<file path="config.mk">
export PLATFORM = sky130hd
export DESIGN_NAME = vga_timing_gen
export DESIGN_NICKNAME = d
export VERILOG_FILES = /design/src/rtl/vga_pkg.sv /design/src/rtl/vga_sync_delay.sv /design/src/rtl/vga_timing_gen.sv
export SDC_FILE = /design/constraint.sdc
export NUM_CORES = 1
export LEC_CHECK = 0
export ABC_AREA = 1
export BUFFER_PORTS_ARGS = -buffer_cell sky130_fd_sc_hd__buf_4
export CAP_MARGIN = 20
export CORE_MARGIN = 3
export CORE_UTILIZATION = 59
export CTS_BUF_LIST = sky130_fd_sc_hd__clkbuf_4
export DETAILED_ROUTE_END_ITERATION = 8
export PLACE_DENSITY = 0.82
export SYNTH_ARGS = -nofsm -noshare
export SYNTH_HDL_FRONTEND = slang
export SYNTH_SLANG_ARGS = --single-unit
</file>
<file path="constraint.sdc">
create_clock -name clk -period 2.3 [get_ports clk]
set_input_delay 0.69 -clock clk [delete_from_list [all_inputs] [get_ports clk]]
set_output_delay 0.69 -clock clk [all_outputs]
set_load 0.05 [all_outputs]
</file>
<file path="src/rtl/vga_pkg.sv">
// Shared timing constants, counter type and sync/blank flag bundle for the VGA
// timing path.
package vga_pkg;

    localparam int H_VISIBLE  = 640;
    localparam int H_FRONT    = 16;
    localparam int H_SYNC     = 96;
    localparam int H_BACK     = 48;
    localparam int V_VISIBLE  = 480;
    localparam int V_FRONT    = 10;
    localparam int V_SYNC     = 2;
    localparam int V_BACK     = 33;
    localparam int PIPE_DELAY = 2;

    localparam int H_TOTAL  = H_VISIBLE + H_FRONT + H_SYNC + H_BACK;
    localparam int V_TOTAL  = V_VISIBLE + V_FRONT + V_SYNC + V_BACK;
    localparam int HS_START = H_VISIBLE + H_FRONT;
    localparam int HS_END   = HS_START + H_SYNC - 1;
    localparam int VS_START = V_VISIBLE + V_FRONT;
    localparam int VS_END   = VS_START + V_SYNC - 1;

    localparam int CNT_W = 10;
    typedef logic [CNT_W-1:0] cnt_t;

    typedef struct packed {
        logic hs;
        logic vs;
        logic blank;
        logic frame_start;
    } vga_flags_t;

    localparam vga_flags_t FLAGS_RESET = '{hs: 1'b1, vs: 1'b1, blank: 1'b0, frame_start: 1'b0};

    function automatic logic in_window(input cnt_t v, input cnt_t lo, input cnt_t hi);
        return (v >= lo) && (v <= hi);
    endfunction

endpackage

</file>
<file path="src/rtl/vga_sync_delay.sv">
// Enabled shift register that lines the sync/blank flags up with the renderers'
// ROM->colour-register pipeline; DEPTH=0 is a plain wire.
module vga_sync_delay #(
    parameter int               WIDTH     = 3,
    parameter int               DEPTH     = 2,
    parameter logic [WIDTH-1:0] RESET_VAL = '0
) (
    input  logic             clk,
    input  logic             rst,
    input  logic             en,
    input  logic [WIDTH-1:0] din,
    output logic [WIDTH-1:0] dout
);

    generate
        if (DEPTH == 0) begin : g_bypass
            logic unused_inputs;
            assign unused_inputs = ^{clk, rst, en};
            assign dout = din;
        end else begin : g_shift
            logic [WIDTH-1:0] stage_q [DEPTH];
            logic [WIDTH-1:0] stage_d [DEPTH];

            always_comb begin
                stage_d = stage_q;
                if (en) begin
                    stage_d[0] = din;
                    for (int i = 1; i < DEPTH; i++) begin
                        stage_d[i] = stage_q[i-1];
                    end
                end
            end

            // NOTE: the stages are reset too, so hs_d/vs_d/blank_d go inactive together with hs/vs/blank.
            always_ff @(posedge clk or posedge rst) begin
                if (rst) begin
                    for (int i = 0; i < DEPTH; i++) begin
                        stage_q[i] <= RESET_VAL;
                    end
                end else begin
                    stage_q <= stage_d;
                end
            end

            assign dout = stage_q[DEPTH-1];
        end
    endgenerate

endmodule

</file>
<file path="src/rtl/vga_timing_gen.sv">
// 640x480@60 raster timebase: clk/2 pixel clock, DrawX/DrawY counters, sync and
// blank flags, a start-of-frame strobe and pipeline-delayed sync/blank copies.
module vga_timing_gen
    import vga_pkg::cnt_t;
    import vga_pkg::vga_flags_t;
    import vga_pkg::FLAGS_RESET;
    import vga_pkg::in_window;
#(
    parameter int H_VISIBLE  = vga_pkg::H_VISIBLE,
    parameter int H_FRONT    = vga_pkg::H_FRONT,
    parameter int H_SYNC     = vga_pkg::H_SYNC,
    parameter int H_BACK     = vga_pkg::H_BACK,
    parameter int V_VISIBLE  = vga_pkg::V_VISIBLE,
    parameter int V_FRONT    = vga_pkg::V_FRONT,
    parameter int V_SYNC     = vga_pkg::V_SYNC,
    parameter int V_BACK     = vga_pkg::V_BACK,
    parameter int PIPE_DELAY = vga_pkg::PIPE_DELAY
) (
    input  logic       clk,
    input  logic       reset,
    output logic       vga_clk,
    output logic [9:0] DrawX,
    output logic [9:0] DrawY,
    output logic       blank,
    output logic       hs,
    output logic       vs,
    output logic       hs_d,
    output logic       vs_d,
    output logic       blank_d,
    output logic       frame_start
);

    localparam cnt_t H_MAX    = cnt_t'(H_VISIBLE + H_FRONT + H_SYNC + H_BACK - 1);
    localparam cnt_t V_MAX    = cnt_t'(V_VISIBLE + V_FRONT + V_SYNC + V_BACK - 1);
    localparam cnt_t H_VIS    = cnt_t'(H_VISIBLE);
    localparam cnt_t V_VIS    = cnt_t'(V_VISIBLE);
    localparam cnt_t HS_START = cnt_t'(H_VISIBLE + H_FRONT);
    localparam cnt_t HS_END   = cnt_t'(H_VISIBLE + H_FRONT + H_SYNC - 1);
    localparam cnt_t VS_START = cnt_t'(V_VISIBLE + V_FRONT);
    localparam cnt_t VS_END   = cnt_t'(V_VISIBLE + V_FRONT + V_SYNC - 1);

    logic       vga_clk_q, vga_clk_d;
    logic       pix_en;
    cnt_t       x_q, x_d;
    cnt_t       y_q, y_d;
    vga_flags_t flags_q, flags_d;
    logic [2:0] sync_dly;

    // Counters move on the vga_clk falling edge so renderers see stable values on its rise.
    assign pix_en = vga_clk_q;

    // NOTE: every signal written here gets a default first, so no latch is inferred.
    always_comb begin
        vga_clk_d = ~vga_clk_q;
        x_d       = x_q;
        y_d       = y_q;
        flags_d   = flags_q;
        if (pix_en) begin
            if (x_q == H_MAX) begin
                x_d = '0;
                y_d = (y_q == V_MAX) ? '0 : y_q + cnt_t'(1);
            end else begin
                x_d = x_q + cnt_t'(1);
            end
            // Flags come from the next count so they stay coherent with DrawX/DrawY.
            flags_d.blank       = (x_d < H_VIS) && (y_d < V_VIS);
            flags_d.hs          = ~in_window(x_d, HS_START, HS_END);
            flags_d.vs          = ~in_window(y_d, VS_START, VS_END);
            flags_d.frame_start = (x_d == '0) && (y_d == '0);
        end
    end

    // NOTE: sequential state uses non-blocking assignments only; the next state is built above.
    always_ff @(posedge clk or posedge reset) begin
        if (reset) begin
            vga_clk_q <= 1'b0;
            x_q       <= '0;
            y_q       <= '0;
            flags_q   <= FLAGS_RESET;
        end else begin
            vga_clk_q <= vga_clk_d;
            x_q       <= x_d;
            y_q       <= y_d;
            flags_q   <= flags_d;
        end
    end

    vga_sync_delay #(
        .WIDTH     (3),
        .DEPTH     (PIPE_DELAY),
        .RESET_VAL (3'b110)
    ) u_sync_delay (
        .clk  (clk),
        .rst  (reset),
        .en   (pix_en),
        .din  ({flags_q.hs, flags_q.vs, flags_q.blank}),
        .dout (sync_dly)
    );

    assign vga_clk     = vga_clk_q;
    assign DrawX       = x_q;
    assign DrawY       = y_q;
    assign blank       = flags_q.blank;
    assign hs          = flags_q.hs;
    assign vs          = flags_q.vs;
    assign frame_start = flags_q.frame_start;
    assign {hs_d, vs_d, blank_d} = sync_dly;

endmodule

</file>
# Yosys cells after proc, flatten, opt, wreduce, memory -nomap -nowiden
# Cells that the tools add are included.
# word_totals
register_bits	31
input_bits	2
# classes
eq_ne	2
n_mux	5
reduce_logical	6
add_sub_neg	2
magnitude_cmp	6
n_bitwise	3
# ops
op	count
2-to-1 mux 10 bit	5
adder 10 x 1 -> 10 bit, second input constant	2
equality test 10 bit, second input constant	2
logical NOT 10 bit	2
greater-or-equal comparator 10 bit, second input constant	1
greater-or-equal comparator 10 x 9 -> 1 bit, second input constant	1
less-or-equal comparator 10 bit, second input constant	1
less-or-equal comparator 10 x 9 -> 1 bit, second input constant	1
< comparator 10 bit, second input constant	1
< comparator 10 x 9 -> 1 bit, second input constant	1
logical AND 1 bit	4
inverter 1 bit	3

# Logic depth before layout (Yosys ltp)
# Gate-level depths: netlist of the first run.
# depth
depth_word	7
mapped_depth	14
ltp_nobuf	14

# Modules after synthesis
# A second synthesis of the first run with hierarchy kept.
# unflattened
cells_unflattened	309
hier_area_um2	2119.5
# by_module_without_submodules
module	instances	seq_area_each_um2	cells_per_inst	area_per_inst_um2
vga_timing_gen	1	628.1	280	1866.8
vga_sync_delay	1	155.1	29	252.7

# Worst setup path before layout of the first run
# No wires, ideal clock.
# synth_timing
path_type	flip-flop to flip-flop
start	reg x_q[0] (netlist: DrawX[0])
end	reg flags_q, in the netlist blank
arrival_time_ps	1998
path_stages_with_launch	11
period_less_slack_ps	2115
required_time_ps	2182
setup_slack_ps	185
setup_time_ps	118
cell_sequence	dfrtp_1 ha_1 nand2_2 nor2_8 nand4_1 nor2_1 a21oi_2 nor2_2 nand3_1 nand2_1 nand2_1
# synth_via
elab_chain_cells	5
word_cells_on_any_way	9
cone_classes	add/sub (1); order compare (2); eq/ne (1); mux (4); reduce/logical (1)
# synth_rtl
item	line_no	rtl
from (decl)	vga_timing_gen.sv:44	cnt_t x_q, x_d;
from (signal assigned)	vga_timing_gen.sv:77	x_q <= '0;
from (signal assigned)	vga_timing_gen.sv:82	x_q <= x_d;
adder 10 x 1 -> 10 bit or equality test 10 bit (tied branches)	vga_timing_gen.sv:63, vga_timing_gen.sv:59	
2-to-1 mux 10 bit	vga_timing_gen.sv:59	if (x_q == H_MAX) begin
2-to-1 mux 10 bit	vga_timing_gen.sv:58	if (pix_en) begin
< comparator 10 bit or < comparator 10 x 9 -> 1 bit (tied branches)	vga_timing_gen.sv:66	flags_d.blank = (x_d < H_VIS) && (y_d < V_VIS);
logical AND 1 bit (*)	vga_timing_gen.sv:66	
to (signal assigned)	vga_timing_gen.sv:84	flags_q <= flags_d;
to (decl)	vga_timing_gen.sv:46	vga_flags_t flags_q, flags_d;
# Mark *: on every way between the ends. The rest lies on a longest branch, timed or not. The select of a mux whose other input is x is not followed.
# A chain may end at the register's enable or synchronous reset.

# Final worst setup path of the first run
# Same ends and word-level chain as after synthesis.

==> results of run 1 <==
[cells by family after synthesis]
group,Yosys count
AOI/OAI and AO/OA,28
xor gates and xnor gates,3
adders and majority gates,4
buffers and inverters,46
DFF,31
and+or+nand+nor,180
[sequential cells by signal, indices dropped and copies added, names as in the netlist]
signal and flops:
vs 1, u_sync_delay.g_shift.stage_q 3, vga_clk 1, hs 1, DrawX 10, frame_start 1, DrawY 10, u_sync_delay.dout 3
blank 1
[area by class of cell]
type                       count  area [sq um]  area share, %
clock buffer                   5         37.54          1.592
multi-input combinational    215          1025          43.45
inverter                      40         150.1          6.366
clock inverter                 3         67.56          2.865
sequential                    31         783.3          33.21
tap                           44         55.05          2.334
timing repair buffer          32         240.2          10.19
[synthesized netlist by cell type, drive strengths merged]
cell | count | area [sq um]
inv | 39 | 146.4
dfstp | 6 | 157.7
a21oi | 5 | 28.78
nand2 | 102 | 387.9
nand4 | 10 | 62.56
o21bai | 1 | 7.510
buf | 1 | 5.000
clkbuf | 5 | 18.77
o21ai | 21 | 105.1
a31oi | 1 | 6.260
clkinv | 1 | 3.750
dfrtp | 25 | 625.6
ha | 4 | 50.05
nor2 | 32 | 162.7
nand3 | 31 | 160.1
xor2 | 3 | 26.28
nor3b | 1 | 7.510
nor3 | 4 | 20.02
[worst max-delay path, stage by stage (launching register included)]
cell,delay [ns]
dfrtp_1,0.50
ha_1,0.23
nand2_2,0.12
nor2_8,0.19
nand4_1,0.29
nor2_1,0.22
a21oi_2,0.07
nor2_2,0.12
nand3_1,0.07
nand2_1,0.09
nand2_1,0.05
[power groups by stage]
stage	clock [uW]	sequential [uW]	combinational (uW)
finish	548	545	12.9
CTS	548	545	13.5
floorplan	0	555	7.96
global placement	0	555	13.4
global route	576	545	15.2
detailed placement	0	555	13.6
[per-stage QoR]
| step | instances | utilization [%] |
|---|---|---|
| after floorplan | 292 | - |
| after global placement | 362 | 72.04 |
| after detailed placement | 362 | 72.04 |
| after CTS | 370 | 75.40 |
| after global routing | 370 | 75.40 |
| final | 370 | 75.40 |
[worst max path at each step]
stage | depth (start not counted) | endpoint | slack, ns
floorplan | 10 | blank | 0.18
global placement | 10 | blank | 0.34
detailed placement | 10 | blank | 0.33
CTS | 10 | blank | 0.29
global route | 10 | blank | 0.04
finish | 10 | blank | 0.25
[metal layers]
| metal | vias to the layer above | part of all wire, % | track usage, % |
|---|---|---|---|
| li1 | 998 | - | - |
| met1 | 931 | 47 | 37.64 |
| met2 | 79 | 45 | 39.10 |
| met3 | 8 | 7.5 | 5.448 |
| met4 | 0 | 1.3 | 9.434 |
| met5 | - | 0 | 0 |
==> results.py, run 1 <==
metrics = {
    "run_status": {
        "status": "complete, no violations",
    },
    "placed_design": {
        "portBuffers": 29,
        "place_area_sq_um": 2253,
        "globalplace.congestion": 0.9560,
        "dp_hpwl_um": 3542,
        "dp_slack_ns": 0.3295,
    },
    "sta": {
        "slew_violations": 0,
        "finalHoldViolCount": 0,
        "worst_hold_slack_ns": 0.4094,
        "max_freq_mhz": 487.6,
        "post-route-period-util_pct": 89.16,
        "finalWorstPathRequiredPeriod_ns": 2.051,
        "fin_worst_skew_ns": 0.01301,
        "setup_viol": 0,
        "relSlewSlack_pct": 70.91,
        "tightest_slew_ns": 0.4363,
        "timing.final.ws_setup_ns": 0.2493,
        "rsz0062_at_grt": "no",
        "setup_tns_ns": 0,
    },
    "synthesis": {
        "ys_seq_elements": 31,
        "avgSynthCellArea_sq_um": 6.787,
        "synthXorXnorAreaFrac_pct": 1.326,
        "syn_area_sq_um": 1982,
        "synth_top_family_by_area": "simple AND/OR/NAND/NOR gates",
        "ys_warn_count": 0,
        "synth.area.mux_share_pct": 0,
        "synth_nets": 298,
        "synthAdderAreaFrac_pct": 2.525,
        "synth.distinct_cells": 25,
        "synthSimpleGateAreaFrac_pct": 40.40,
        "synth_compound_gate_area_share_pct": 7.449,
        "postSynthCellCount": 292,
        "yosysSeqAreaShare_pct": 39.52,
    },
    "die": {
        "rows": 20,
        "core_area_sq_um": 3128,
        "die_x_um": 63.96,
        "die_area_sq_um": 4091,
        "die_y_um": 63.96,
        "initial_core_util_pct": 63.36,
        "boundaryPins": 30,
    },
    "critical_path": {
        "crit_type": "flip-flop to flip-flop",
        "critPathRequiredTime_ns": 2.54,
        "startpoint_type": "flip-flop",
        "r2r_cells": 10,
        "critical_path_peak_fanout": 9,
        "startpoint": "DrawX[0]",
        "reg2reg_slack_ns": 0.25,
        "rr_endpoint": "blank",
        "crit_arrival_ns": 2.29,
        "critPathCaptureType": "flip-flop",
        "r2r_start": "DrawX[0]",
    },
    "grt": {
        "grt_first_pass_wirelength_um": 8369,
        "track_usage_pct": 26.30,
        "grt_max_degree": 35,
        "antenna_found_initial": 0,
        "overflow": 0,
        "grt_pass1_vias": 1747,
    },
    "cells_and_area": {
        "antennaDiodeCount": 0,
        "design_area_sq_um": 2359,
        "fill_cells": 260,
        "drive_above_1_share_pct": 16.87,
        "final_common_cell": "nand2_1",
        "nNetsFinal": 331,
        "final_cell_mix": "nand2_1 (100), inv_1 (38), buf_4 (32)",
        "area_delta_synth_final_pct": 19.00,
    },
    "pwr": {
        "powerDensity_nw_per_um2": 468.9,
        "p_total_uw": 1106,
        "vdd_drop_max_uv": 360.7,
        "pwr-share-comb_pct": 1.2,
        "internal-power_uw": 885.4,
        "swShare_pct": 19.94,
        "leakagePower_uw": 0.001235,
        "seqPwrFrac_pct": 49.3,
        "power.share.clock_pct": 49.5,
        "p_sw_uw": 220.5,
    },
    "drt": {
        "totalWireLength_um": 4964,
        "drc": 0,
        "dr.pass1.iters": 5,
        "vias_per_cell": 5.449,
        "vias": 2016,
        "wire_per_inst_um": 13.42,
        "drt_iter0_drc": 255,
        "ant_nets": 0,
    },
    "clock_tree": {
        "cts.sinks": 31,
        "cts_setup_buffers": 0,
        "worstSkewPairLatency_ns": 0.35,
        "cts_buffers": 5,
        "clk_pin_slew_worst_paths_ns": 0.11,
        "cts_tree": "built",
        "clockBufferDepth": 2,
        "cts_max_level": 2,
        "hold_buffers": 0,
        "cts-root-buf": "clkbuf_4",
        "cts_resized": 0,
    },
    "hold_path": {
        "hold_class": "primary input to asynchronous set/reset pin",
    },
    "run": {
        "maxCapViolations": 0,
    },
}
No activity file was read; power rests on OpenSTA's default activity.
==> run 2: changes to the inputs <==
BUFFER_PORTS_ARGS = -buffer_cell sky130_fd_sc_hd__buf_2   (was -buffer_cell sky130_fd_sc_hd__buf_4)
CAP_MARGIN = default   (was 20)
CTS_CLUSTER_SIZE = 30   (was default)
==> run 2 against run 1 <==
  * Clock-buffer cell count did not move
  * Fmax rose by 1.6%
  * Register-to-register slack improved by 0.03 ns
  * Via count fell by 3.5%
  * Routed wire length fell by 6.0%
  * Core utilization fell by 4.0 points
  * Critical path type unchanged
  * Global-route usage fell by 1.8 points
  * Highest routed layer unchanged
  * Combinational power fell by 5%
  * Critical endpoint unchanged
  * Total power fell by 22%
  * Final cell count did not move
  * Worst setup slack improved by 0.032 ns
  * First-iteration DRC count fell by 35%
==> results.py, run 2 (synthesis gave the netlist of run 1 again) <==
metrics = {
    "run_status": {
        "status": "complete, no violations",
    },
    "cells_and_area": {
        "nNetsFinal": 331,
        "final_cell_mix": "nand2_1 (100), inv_1 (38), nand3_1 (30)",
        "final_common_cell": "nand2_1",
        "antennaDiodeCount": 0,
        "area_delta_synth_final_pct": 12.69,
        "design_area_sq_um": 2233,
        "drive_above_1_share_pct": 16.26,
    },
    "sta": {
        "tightest_slew_ns": 0.3861,
        "max_freq_mhz": 495.3,
        "timing.final.ws_setup_ns": 0.2809,
        "setup_tns_ns": 0,
        "worst_hold_slack_ns": 0.4152,
        "finalHoldViolCount": 0,
        "setup_viol": 0,
        "relSlewSlack_pct": 74.26,
        "post-route-period-util_pct": 87.79,
        "slew_violations": 0,
        "rsz0062_at_grt": "no",
        "fin_worst_skew_ns": 0.01040,
        "finalWorstPathRequiredPeriod_ns": 2.019,
    },
    "pwr": {
        "pwr-share-comb_pct": 1.4,
        "internal-power_uw": 659.0,
        "power.share.clock_pct": 35.4,
        "vdd_drop_max_uv": 352.8,
        "powerDensity_nw_per_um2": 386.3,
        "leakagePower_uw": 0.001195,
        "seqPwrFrac_pct": 63.2,
        "p_sw_uw": 203.7,
        "swShare_pct": 23.61,
    },
    "hold_path": {
        "hold_class": "primary input to asynchronous set/reset pin",
    },
    "run": {
        "maxCapViolations": 0,
    },
    "critical_path": {
        "critical_path_peak_fanout": 9,
        "cp_slowest_cell": "dfrtp_1",
        "critPathCaptureType": "flip-flop",
        "critPathTopFamily": "simple AND/OR/NAND/NOR gates",
        "critical_path_buf_inv_count": 0,
        "path_cells": "ha_1 > nand2_2 > nor2_8 > nand4_1 > nor2_1 > a21oi_2 > nor2_2 > nand3_1 > nand2_1 > nand2_1",
        "reg2reg_slack_ns": 0.28,
        "critPathRequiredTime_ns": 2.52,
        "crit_arrival_ns": 2.24,
        "crit_type": "flip-flop to flip-flop",
        "startpoint_type": "flip-flop",
        "crit_top_cell": "nand2_1",
        "slowest_delay_ns": 0.48,
    },
    "die": {
        "core_area_sq_um": 3128,
        "rows": 20,
        "die_area_sq_um": 4091,
        "boundaryPins": 30,
        "initial_core_util_pct": 63.36,
        "die_y_um": 63.96,
        "die_x_um": 63.96,
    },
    "drt": {
        "wire_per_inst_um": 12.61,
        "vias_per_cell": 5.259,
        "ant_nets": 0,
        "vias": 1946,
        "drc": 0,
        "dr.pass1.iters": 5,
        "totalWireLength_um": 4665,
        "drt_iter0_drc": 167,
    },
    "grt": {
        "overflow": 0,
        "antenna_found_initial": 0,
        "grt_first_pass_wirelength_um": 7824,
        "grt_pass1_vias": 1672,
        "track_usage_pct": 24.53,
        "grt_max_degree": 35,
    },
    "clock_tree": {
        "cts.sinks": 31,
        "cts_setup_buffers": 0,
        "cts_buffers": 5,
        "cts-root-buf": "clkbuf_4",
        "cts_tree": "built",
        "hold_buffers": 0,
        "clk_pin_slew_worst_paths_ns": 0.10,
        "cts_resized": 0,
        "cts_max_level": 2,
        "clockBufferDepth": 2,
        "worstSkewPairLatency_ns": 0.33,
    },
    "placed_design": {
        "place_area_sq_um": 2181,
        "dp_hpwl_um": 3457,
        "portBuffers": 29,
        "dp_slack_ns": 0.3424,
        "globalplace.congestion": 0.9448,
    },
}
[run 2: layout make-up]
class / count / area (sq um)
Sequential cell: 31 / 783.3
Inverter: 40 / 150.1
Clock inverter: 3 / 15.01
Timing Repair Buffer: 32 / 167.7
Fill cell: 275 / 894.6
Multi-Input combinational cell: 215 / 1025
Clock buffer: 5 / 37.54
Tap cell: 44 / 55.05
[run 2: final timing paths]
check | startpoint | endpoint | depth (start not counted)
setup / recovery | DrawX[0] | blank | 10
hold / removal | reset | u_sync_delay.g_shift.stage_q[3] | 3
setup reg to reg | DrawX[0] | blank | 10
hold reg to reg | u_sync_delay.dout[2] | u_sync_delay.dout[2] | 2
max in group asynchronous | reset | vs | 3
min in group clk | u_sync_delay.dout[2] | u_sync_delay.dout[2] | 2
[run 2: power by group through the flow]
| stage | registers, uW | logic (uW) | clock network (uW) |
|---|---|---|---|
| 6_report | 545 | 12.2 | 305 |
| 5_1_grt | 545 | 14.6 | 338 |
| 4_1_cts | 545 | 13.1 | 313 |
| 3_5_place_dp | 555 | 13.2 | 0 |
| 3_3_place_gp | 555 | 12.9 | 0 |
| 2_1_floorplan | 555 | 7.96 | 0 |
[run 2: per-stage QoR]
step           util (%)  total power, uW  cells
6_report          71.40            862.8    370
3_5_place_dp      69.72            568.6    362
2_1_floorplan         -            563.4    292
3_3_place_gp      69.72            568.3    362
5_1_grt           71.40            898.1    370
4_1_cts           71.40            871.0    370
[run 2: routing by layer]
| metal | part of all wire [%] | GRT usage [%] | vias to the layer above |
|---|---|---|---|
| met2 | 44 | 34.71 | 80 |
| met3 | 6.9 | 5.272 | 7 |
| met5 | 0 | 0 | - |
| met1 | 48 | 37.20 | 871 |
| met4 | 1.0 | 7.278 | 0 |
| li1 | - | - | 988 |
[run 2: worst register-to-register path, cell delays in order (launching register included)]
cell	delay, ns
dfrtp_1	0.48
ha_1	0.22
nand2_2	0.11
nor2_8	0.19
nand4_1	0.30
nor2_1	0.22
a21oi_2	0.07
nor2_2	0.12
nand3_1	0.08
nand2_1	0.09
nand2_1	0.05
==> run 3: changes to the inputs <==
CORE_ASPECT_RATIO = 0.75   (was default)
CORE_UTILIZATION = 35   (was 59)
PLACE_DENSITY = default   (was 0.82)
==> run 3 against run 2 <==
  * Fmax down 0.69%
  * Via count barely moved
  * Final area grew 3.0%
==> results.py, run 3 (synthesis gave the netlist of run 1 again) <==
metrics = {
    "placed_design": {
        "place_area_sq_um": 2220,
        "dp_hpwl_um": 3761,
        "dp_slack_ns": 0.2991,
        "globalplace.congestion": 0.8611,
        "portBuffers": 29,
    },
    "critical_path": {
        "r2r_start": "DrawX[0]",
        "slowest_delay_ns": 0.49,
        "path_cells": "ha_1 > nand2_2 > nor2_8 > nand4_1 > a21oi_2 > nand2_1 > nor2_1 > nand2_1 > nand2_1",
        "crit_arrival_ns": 2.32,
        "critPathCaptureType": "flip-flop",
        "reg2reg_slack_ns": 0.27,
        "critical_path_peak_fanout": 9,
        "crit_type": "flip-flop to flip-flop",
        "rr_endpoint": "frame_start",
        "startpoint_type": "flip-flop",
        "r2r_cells": 9,
        "crit_top_cell": "nand2_1",
        "cp_slowest_cell": "dfrtp_1",
        "critPathRequiredTime_ns": 2.59,
    },
    "grt": {
        "track_usage_pct": 16.72,
        "overflow": 0,
        "grt_first_pass_wirelength_um": 8666,
        "grt_pass1_vias": 1700,
        "antenna_found_initial": 0,
        "grt_max_degree": 35,
    },
    "drt": {
        "ant_nets": 0,
        "drt_iter0_drc": 212,
        "drc": 0,
        "totalWireLength_um": 5111,
        "vias": 1945,
        "dr.pass1.iters": 4,
        "vias_per_cell": 4.850,
        "wire_per_inst_um": 12.75,
    },
    "pwr": {
        "powerDensity_nw_per_um2": 438.9,
        "pwr-share-comb_pct": 1.3,
        "seqPwrFrac_pct": 54.0,
        "p_sw_uw": 234.0,
        "power.share.clock_pct": 44.7,
        "vdd_drop_max_uv": 236.3,
        "swShare_pct": 23.17,
        "leakagePower_uw": 0.001214,
        "internal-power_uw": 775.9,
    },
    "sta": {
        "setup_viol": 0,
        "post-route-period-util_pct": 88.40,
        "timing.final.ws_setup_ns": 0.2669,
        "tightest_slew_ns": 0.4308,
        "fin_worst_skew_ns": 0.01357,
        "finalHoldViolCount": 0,
        "rsz0062_at_grt": "no",
        "worst_hold_slack_ns": 0.3974,
        "relSlewSlack_pct": 71.28,
        "slew_violations": 0,
        "setup_tns_ns": 0,
        "finalWorstPathRequiredPeriod_ns": 2.033,
        "max_freq_mhz": 491.9,
    },
    "clock_tree": {
        "cts_setup_buffers": 0,
        "cts_tree": "built",
        "cts-root-buf": "clkbuf_4",
        "hold_buffers": 0,
        "cts_buffers": 5,
        "cts_max_level": 2,
        "clk_pin_slew_worst_paths_ns": 0.12,
        "cts_resized": 0,
        "clockBufferDepth": 2,
        "worstSkewPairLatency_ns": 0.35,
        "cts.sinks": 31,
    },
    "cells_and_area": {
        "final_common_cell": "nand2_1",
        "postLayoutCoreUtil_pct": 42.53,
        "drive_above_1_share_pct": 16.87,
        "nNetsFinal": 331,
        "final_cell_mix": "nand2_1 (100), inv_1 (38), nand3_1 (30)",
        "antennaDiodeCount": 0,
        "area_delta_synth_final_pct": 16.10,
        "design_area_sq_um": 2301,
    },
    "die": {
        "initial_core_util_pct": 36.63,
        "die_x_um": 92.89,
        "die_y_um": 71.17,
        "boundaryPins": 30,
        "rows": 23,
        "core_area_sq_um": 5410,
        "die_area_sq_um": 6611,
    },
    "run": {
        "maxCapViolations": 0,
    },
    "hold_path": {
        "hold_class": "primary input to asynchronous set/reset pin",
    },
    "run_status": {
        "status": "complete, no violations",
    },
}
run 3: changes by cell type in the layout (fill, tap and decap cells not counted):
cell and delta:
clkinvlp_4 -1, clkinv_1 -2, clkinv_2 +1, clkinv_4 +1
bufinv_16 +1
run 3: metrics by stage:
| step | std cells | power, uW |
|---|---|---|
| after global routing | 401 | 1043 |
| after CTS | 401 | 1021 |
| final | 401 | 1010 |
| after floorplan | 292 | 563.4 |
| after detailed placement | 393 | 569.4 |
| after global placement | 393 | 569.4 |
run 3: worst max-delay path, delay by kind of cell (launching register included):
kind | cells | cell delay [ns]
AO/OA/AOI/OAI | 1 | 0.31
adder cells (fa/ha/maj) | 1 | 0.23
flip-flops | 1 | 0.49
AND/OR/NAND/NOR | 7 | 0.92
run 3: per-layer routing:
layer  track usage [%]  part of all wire [%]  vias up
met3             3.932                   5.8        4
met2             22.11                    40       56
met1             26.90                    54      889
met5                 0                     0        -
li1                  -                     -      996
met4             4.065                  0.78        0
run 3: final cells by class:
type                    count  area (sq um)
multi-input cells         215          1025
well taps                  75         93.84
fillers                   590          3109
inverters                  40         150.1
clock inverters             3         43.79
clock buffers               5         37.54
flip-flops and latches     31         783.3
repair buffers             32         167.7
run 3: how the worst max path moves through the flow:
stage | cells after the start | to | from
floorplan | 10 | blank | DrawX[0]
global placement | 10 | blank | DrawX[0]
detailed placement | 10 | blank | DrawX[0]
CTS | 1 | vga_clk | vga_clk
global route | 11 | frame_start | DrawX[0]
finish | 9 | frame_start | DrawX[0]
run 3: power by group through the flow:
stage                     registers (uW)  clock network [uW]  logic, uW
after floorplan                      555                   0       7.96
after global routing                 546                 482       15.6
final                                545                 452       12.6
after CTS                            545                 462       14.0
after global placement               555                   0       13.9
after detailed placement             555                   0       13.9
